`src/rtl/jk_counter_sequencer.sv`:
```
// jk_counter_sequencer
//   Sequences the J/K inputs of an external bank of WIDTH JK flip-flops that share
//   this block's clock, turning the bank into a loadable up/down counter that runs
//   to a programmed limit. Each run is LOAD -> COUNT -> DONE. Every COUNT cycle the
//   bank's Q is compared with an internally tracked expected value; the first
//   mismatch aborts the run and raises a sticky error flag.
//
// Ports
//   clock_i   rising-edge clock, shared with the JK bank
//   reset_i   synchronous, active-high reset (bank contents are not touched)
//   start_i   run request, accepted only when idle
//   up_i      direction, 1 = 0 -> limit, 0 = limit -> 0; sampled on accepted start
//   limit_i   terminal (up) or initial (down) value; sampled on accepted start
//   q_i       Q outputs of the JK bank
//   j_o/k_o   J/K inputs of the JK bank
//   busy_o    high during LOAD and COUNT
//   done_o    one-cycle pulse on successful completion
//   error_o   sticky mismatch flag, cleared by reset or an accepted start
module jk_counter_sequencer #(
  parameter int unsigned WIDTH = 4
) (
  input  logic             clock_i,
  input  logic             reset_i,
  input  logic             start_i,
  input  logic             up_i,
  input  logic [WIDTH-1:0] limit_i,
  input  logic [WIDTH-1:0] q_i,
  output logic [WIDTH-1:0] j_o,
  output logic [WIDTH-1:0] k_o,
  output logic             busy_o,
  output logic             done_o,
  output logic             error_o
);

  localparam logic [WIDTH-1:0] One = WIDTH'(1);

  typedef enum logic [1:0] {
    StIdle,
    StLoad,
    StCount,
    StDone
  } state_e;

  state_e           st_q, st_d;
  logic             up_q, up_d;
  logic [WIDTH-1:0] lim_q, lim_d;
  logic [WIDTH-1:0] exp_q, exp_d;
  logic             busy_q, busy_d;
  logic             done_q, done_d;
  logic             error_q, error_d;

  logic [WIDTH-1:0] t_up, t_dn, target;

  // Toggle masks from the live bank value: bit i flips when all lower bits are 1
  // (counting up) or all lower bits are 0 (counting down).
  always_comb begin
    t_up    = '0;
    t_dn    = '0;
    t_up[0] = 1'b1;
    t_dn[0] = 1'b1;
    for (int unsigned i = 1; i < WIDTH; i++) begin
      t_up[i] = t_up[i-1] & q_i[i-1];
      t_dn[i] = t_dn[i-1] & ~q_i[i-1];
    end
  end

  assign target = up_q ? lim_q : '0;

  always_comb begin
    st_d    = st_q;
    up_d    = up_q;
    lim_d   = lim_q;
    exp_d   = exp_q;
    busy_d  = busy_q;
    done_d  = 1'b0;
    error_d = error_q;
    j_o     = '0;
    k_o     = '0;

    unique case (st_q)
      StIdle: begin
        if (start_i) begin
          up_d    = up_i;
          lim_d   = limit_i;
          error_d = 1'b0;
          busy_d  = 1'b1;
          st_d    = StLoad;
        end
      end

      StLoad: begin
        // Parallel load through J/K: J=1,K=0 sets a bit, J=0,K=1 clears it.
        if (up_q) begin
          k_o   = '1;
          exp_d = '0;
        end else begin
          j_o   = lim_q;
          k_o   = ~lim_q;
          exp_d = lim_q;
        end
        st_d = StCount;
      end

      StCount: begin
        if (q_i != exp_q) begin
          error_d = 1'b1;
          busy_d  = 1'b0;
          st_d    = StIdle;
        end else if (q_i == target) begin
          busy_d = 1'b0;
          done_d = 1'b1;
          st_d   = StDone;
        end else begin
          j_o   = up_q ? t_up : t_dn;
          k_o   = up_q ? t_up : t_dn;
          exp_d = up_q ? exp_q + One : exp_q - One;
        end
      end

      StDone: begin
        st_d = StIdle;
      end

      default: begin
        st_d = StIdle;
      end
    endcase
  end

  always_ff @(posedge clock_i) begin
    if (reset_i) begin
      st_q    <= StIdle;
      up_q    <= 1'b0;
      lim_q   <= '0;
      exp_q   <= '0;
      busy_q  <= 1'b0;
      done_q  <= 1'b0;
      error_q <= 1'b0;
    end else begin
      st_q    <= st_d;
      up_q    <= up_d;
      lim_q   <= lim_d;
      exp_q   <= exp_d;
      busy_q  <= busy_d;
      done_q  <= done_d;
      error_q <= error_d;
    end
  end

  assign busy_o  = busy_q;
  assign done_o  = done_q;
  assign error_o = error_q;

endmodule
```
`config.mk`:
```
export PLATFORM = sky130hd
export DESIGN_NAME = jk_counter_sequencer
export DESIGN_NICKNAME = d
export VERILOG_FILES = /design/src/rtl/jk_counter_sequencer.sv
export SDC_FILE = /design/constraint.sdc
export NUM_CORES = 1
export LEC_CHECK = 0
export CORE_MARGIN = 2
export CORE_UTILIZATION = 65
export DETAILED_ROUTE_END_ITERATION = 16
export DONT_BUFFER_PORTS = 1
export PLACE_DENSITY = 0.81
export SETUP_SLACK_MARGIN = 0.15
export SLEW_MARGIN = 40
export SYNTH_ARGS = -nofsm -noshare
export SYNTH_HDL_FRONTEND = slang
export SYNTH_SLANG_ARGS = --single-unit
```
`constraint.sdc`:
```
create_clock -name clock_i -period 3.9 [get_ports clock_i]
set_clock_uncertainty 0.15 [all_clocks]
set_input_delay 0.585 -clock clock_i [delete_from_list [all_inputs] [get_ports clock_i]]
set_output_delay 0.585 -clock clock_i [all_outputs]
set_load 0.03 [all_outputs]
```
==> results of run 1 <==
==> layout make-up <==
cell class | count | area share
inverter | 9 | 0.0303
sequential | 14 | 0.251
multi-input combinational | 110 | 0.655
timing repair buffer | 2 | 0.0135
tap | 16 | 0.0179
clock buffer | 4 | 0.0325
==> stage by stage <==
step | hold slack [ns] | power [uW] | std cells | util | area (sq um)
6_report | 0.203 | 464 | 155 | 0.724 | 1120
5_1_grt | 0.188 | 494 | 155 | 0.724 | 1120
4_1_cts | 0.204 | 464 | 155 | 0.724 | 1120
3_5_place_dp | 0.362 | 360 | 151 | 0.700 | 1080
3_3_place_gp | 0.356 | 351 | 151 | 0.696 | 1070
2_1_floorplan | 0.329 | 329 | 143 | - | 1080
==> cell families after synthesis <==
logic type,count (synthesis),share of synthesized area
and+or+nand+nor,53,0.243
AOI/OAI and AO/OA,40,0.255
buffers and inverters,19,0.0717
DFF,14,0.259
xor gates and xnor gates,9,0.0729
adders and majority gates,7,0.0880
muxes,1,0.0104
==> metal layers <==
metal  vias to the layer above  track usage
met4                         0       0.0882
met2                        32        0.484
met1                       479        0.332
li1                        507            -
met5                         -            0
met3                         4       0.0520
==> final timing paths <==
check                        start               endpoint  slack (ns)
max              up_q$_SDFFE_PP0P_                 k_o[3]        0.52
min                        reset_i  exp_q[0]$_SDFFE_PP0P_        0.20
max reg2reg      up_q$_SDFFE_PP0P_  exp_q[3]$_SDFFE_PP0P_        1.35
min reg2reg  lim_q[3]$_SDFFE_PP0P_  lim_q[3]$_SDFFE_PP0P_        0.38
==> state kept, by name, summed over array words and instances, names as in the netlist <==
| name | flops |
|---|---|
| lim_q | 4 |
| done_o | 1 |
| error_o | 1 |
| up_q | 1 |
| exp_q | 4 |
| busy_o | 1 |
| st_q | 2 |
==> power groups by stage <==
stage	clock (uW)	sequential (uW)	combinational, uW
floorplan	0	182	146
global placement	0	190	161
detailed placement	0	191	168
CTS	106	188	170
global route	115	191	188
finish	106	189	170
==> Yosys cell counts, types with 2 or more instances <==
master / number / area [sq um]
a211oi_1: 2 / 15.0
a21oi_1: 18 / 90.1
a221oi_1: 3 / 26.3
clkbuf_1: 6 / 22.5
dfxtp_1: 14 / 280
ha_1: 6 / 75.1
inv_1: 8 / 30.0
nand2_1: 16 / 60.1
nand3_1: 9 / 45.0
nand4b_1: 2 / 17.5
nor2_1: 9 / 33.8
nor2b_1: 2 / 12.5
nor3_1: 7 / 35.0
o211ai_1: 2 / 15.0
o21ai_0: 2 / 10.0
o32ai_1: 2 / 17.5
xnor2_1: 4 / 35.0
xor2_1: 5 / 43.8
==> impl_results.md, run 1 <==
- Status: finished, final reports clean
- Critical path's largest stage delay: 0.72 ns
- GRT overflow: 0
- Hold path depth: 1
- Buffer count from post-CTS setup fixing: 0
- CP startpoint kind: flip-flop
- Cell variety after synth: 44
- FILL cells: 132
- Post-synthesis cell count: 143
- Skew-Pair Late Insertion Delay: 0.29 ns
- Vias in the first global route: 940
- Die area: 2010 sq um
- Post-cts gate resize count: 0
- M1 WL: 1030 um
- Max-slew headroom: 0.570
- Max Slew Vio Count: 0
- DR top layer: met4
- #FFs+latches synth: 14
- Post-synthesis cell area: 1080 sq um
- Number of DRC markers in iteration 0: 33
- Fin nets: 159
- Io pins: 23
- PD cells: 416 nW/um^2
- Clock power share: 0.227
- CP endpoint kind: output port
- Sw Share: 0.391
- Worst endpoint data arrival time: 2.65 ns
- Ant. Diodes: 0
- Final setup TNS: 0 ns
- Leakage: 0.000399 uW
- Worst Tran Pin Value: 0.648 ns
- Cell family with most CP delay: compound AO/OA/AOI/OAI gates
- Detail Route met3 WL: 134 um
- Total GRT Usage: 0.273
- Worst hold path type: input pin to flip-flop
- Commonest non-fill, non-tap cells in the layout: 18 x a21oi_1, 16 x nand2_1, 14 x dfxtp_1
- Drt first pass iters: 4
- Total CTS buffers: 3
- Async SR Flop Fraction: 0
- Setup violations, final: 0
- Area of the multi-input gates: 731 sq um
- Worst R2R Path Depth: 7
- CTS tree: done
- Reg clk slew, reported paths: 0.09 ns
- Share of cells above drive strength 1: 0.0935
- Initial antenna violation count: 0
- DR WL/cell: 16.1 um
- Crit path max-delay cell type: dfxtp_1
- Critical path buffers and inverters: 0
- Sequential Power Share: 0.407
- Max Clock Freq: 295 MHz
- Number of synthesized flops with an enable pin: 0
- Sequential area share after synthesis: 0.259
- Htree depth: 1
- Final WS setup: 0.515 ns
- Initial Utilization: 0.701
- CTS Buffer Depth: 2
- First-pass GRT wire length: 4000 um
- Total routed wirelength: 2490 um
- Syn_nets: 162
- Min cycle time layout: 3.38 ns
- Avg Vias per Cell: 6.59
- Routed Antenna Nets: 0
- Final HPWL DP: 1890 um
- Yosys warnings: 0
- Worst Path Required: 3.16 ns
- CP Max Fanout: 18
- Fin. Hold Viols: 0
- Post-Place Setup Slack: 0.854 ns
- Port bufs: 0
- CTS Hold Bufs: 0
- DRC: 0
- Commonest register cell after synthesis: dfxtp_1
- Total number of vias: 1022
- Die X-Extent: 44.8 um
- Area Overhead vs Synth: 3.24%
- RD Place Congestion: 0.904
- Max-cap violations: 0
- Crit path cell chain: o21a_1 -> nor3_1 -> o32ai_2 -> o211ai_1 -> o22ai_1
- Total core area: 1540 sq um
- Switching power: 182 uW
- Largest net degree at the start of global routing: 19
- Clock sink count: 14
- Cell Rows: 14
- Logic pwr share: 0.366
- Peak supply drop: 0.000266 V
- P_int: 283 uW
- Commonest non-fill, non-tap cell in the layout: a21oi_1
- CTS root buf: clkbuf_4
- RSZ-0062 raised after global routing: false
- Worst path depth: 5
- Die Y: 44.8 um
- Critical path type: flip-flop to output port
- Storage cell area: 280 sq um
- Met2 WL: 1290 um
- Fin crit share: 0.868
- Mapped Avg Cell Area: 7.56 sq um
Note: power is estimated with default switching activity, not from simulation.
==> run 2, diff against run 1 <==
Settings changed: BUFFER_PORTS_ARGS set to -buffer_cell sky130_fd_sc_hd__buf_2, CORE_UTILIZATION 65 to 57, DONT_BUFFER_PORTS 1 to not set, PLACE_DENSITY 0.81 to 0.83.
==> impl_results.md, run 2 (synthesized netlist as in run 1, its figures left out) <==
- Final HPWL DP: 1990 um
- Cell Rows: 15
- Worst Tran Pin Value: 0.594 ns
- Number of DRC markers in iteration 0: 59
- Met2 WL: 1230 um
- Fin nets: 179
- PD cells: 381 nW/um^2
- Setup violations, final: 0
- Total power: 458 uW
- RSZ-0062 raised after global routing: false
- Fin. Hold Viols: 0
- RD Place Congestion: 0.942
- Placed Instances: 180
- Reg clk slew, reported paths: 0.08 ns
- DRC: 0
- CP Max Fanout: 18
- DR top layer: met4
- Vias in the first global route: 995
- Largest net degree at the start of global routing: 19
- Fin crit share: 0.830
- Worst hold path type: flip-flop to flip-flop
- M1 WL: 1250 um
- Leakage: 0.000482 uW
- Share of cells above drive strength 1: 0.196
- Total CTS buffers: 3
- Initial antenna violation count: 0
- RR Endpoint: exp_q[3]$_SDFFE_PP0P_
- Drt first pass iters: 4
- Max Slew Vio Count: 0
- Worst endpoint data arrival time: 2.50 ns
- Die X-Extent: 47.6 um
- Skew-Pair Late Insertion Delay: 0.28 ns
- Commonest non-fill, non-tap cells in the layout: 22 x buf_2, 18 x a21oi_1, 16 x nand2_1
- First-pass GRT wire length: 4390 um
- Area Overhead vs Synth: 11.1%
- Die area: 2260 sq um
- Post-cts gate resize count: 0
- GRT overflow: 0
- Max Clock Freq: 309 MHz
- R2R setup slack: 1.36 ns
- Detail Route met3 WL: 136 um
- Total routed wirelength: 2660 um
- CTS tree: done
- Initial Utilization: 0.613
- Status: finished, final reports clean
- Commonest non-fill, non-tap cell in the layout: buf_2
- Routed Antenna Nets: 0
- CP startpoint kind: flip-flop
- Min cycle time layout: 3.24 ns
- Worst R2R Path Depth: 7
- CTS Buffer Depth: 2
- Worst Path Required: 3.16 ns
- Worst r2r src: up_q$_SDFFE_PP0P_
- Total number of vias: 1086
- DR WL/cell: 14.5 um
- Critical path type: flip-flop to output port
- Total core area: 1760 sq um
- Hold path depth: 2
- Htree depth: 1
- Hold EP: error_o$_SDFFE_PP0P_
- Peak supply drop: 0.000215 V
- Total GRT Usage: 0.279
- Buffer count from post-CTS setup fixing: 0
- Worst Min Path Start: error_o$_SDFFE_PP0P_
- Port bufs: 22
- CP endpoint kind: output port
- Max-slew headroom: 0.603
- Max-cap violations: 0
- Avg Vias per Cell: 5.93
- Io pins: 23
- CTS root buf: clkbuf_4
- Setup crit start: up_q$_SDFFE_PP0P_
- Final setup TNS: 0 ns
- Fin util: 0.681
- CTS Hold Bufs: 0
- Largest registers: exp_q (4), lim_q (4), st_q (2)
- Die Y: 47.6 um
- Non-filler cells, final: 183
- Ant. Diodes: 0
- Clock sink count: 14
[run 2: critical path: stages, from the launching register on]
cell and delay, ns:
dfxtp_1 0.71, o21a_1 0.20, nor3_1 0.06, o32ai_2 0.53, o211ai_1 0.27, o32ai_1 0.20, buf_2 0.25
[run 2: final cells by class]
class | count | area, sq um
Clock buffer | 3 | 22.5
Multi-Input combinational cell | 110 | 723
Inverter | 9 | 33.8
Timing Repair Buffer | 22 | 110
Sequential cell | 14 | 280
Tap cell | 25 | 31.3
Fill cell | 180 | 563
[run 2: per-layer routing]
layer | vias up | GRT usage
li1 | 550 | -
met1 | 502 | 0.371
met2 | 29 | 0.449
met3 | 5 | 0.0566
met4 | 0 | 0.103
met5 | - | 0
[run 2: worst max path at each step]
stage	to	slack, ns
finish	j_o[3]	0.66
global route	k_o[2]	0.51
CTS	j_o[1]	0.67
detailed placement	j_o[1]	0.99
global placement	j_o[1]	1.02
floorplan	j_o[1]	0.75
[run 2: power breakdown]
part | internal [uW] | switching (uW) | leakage, uW
Combinational | 73.1 | 118 | 0.000354
Sequential | 159 | 23.2 | 0.000115
Clock | 35.9 | 48.1 | 0.0000138
[run 2: metrics by stage]
step	instance area (sq um)	hold WS [ns]	setup WS [ns]
after floorplan	1080	0.329	0.745
after global placement	1180	0.305	1.02
after detailed placement	1180	0.320	0.987
after CTS	1200	0.333	0.671
after global routing	1200	0.382	0.512
final	1200	0.337	0.663
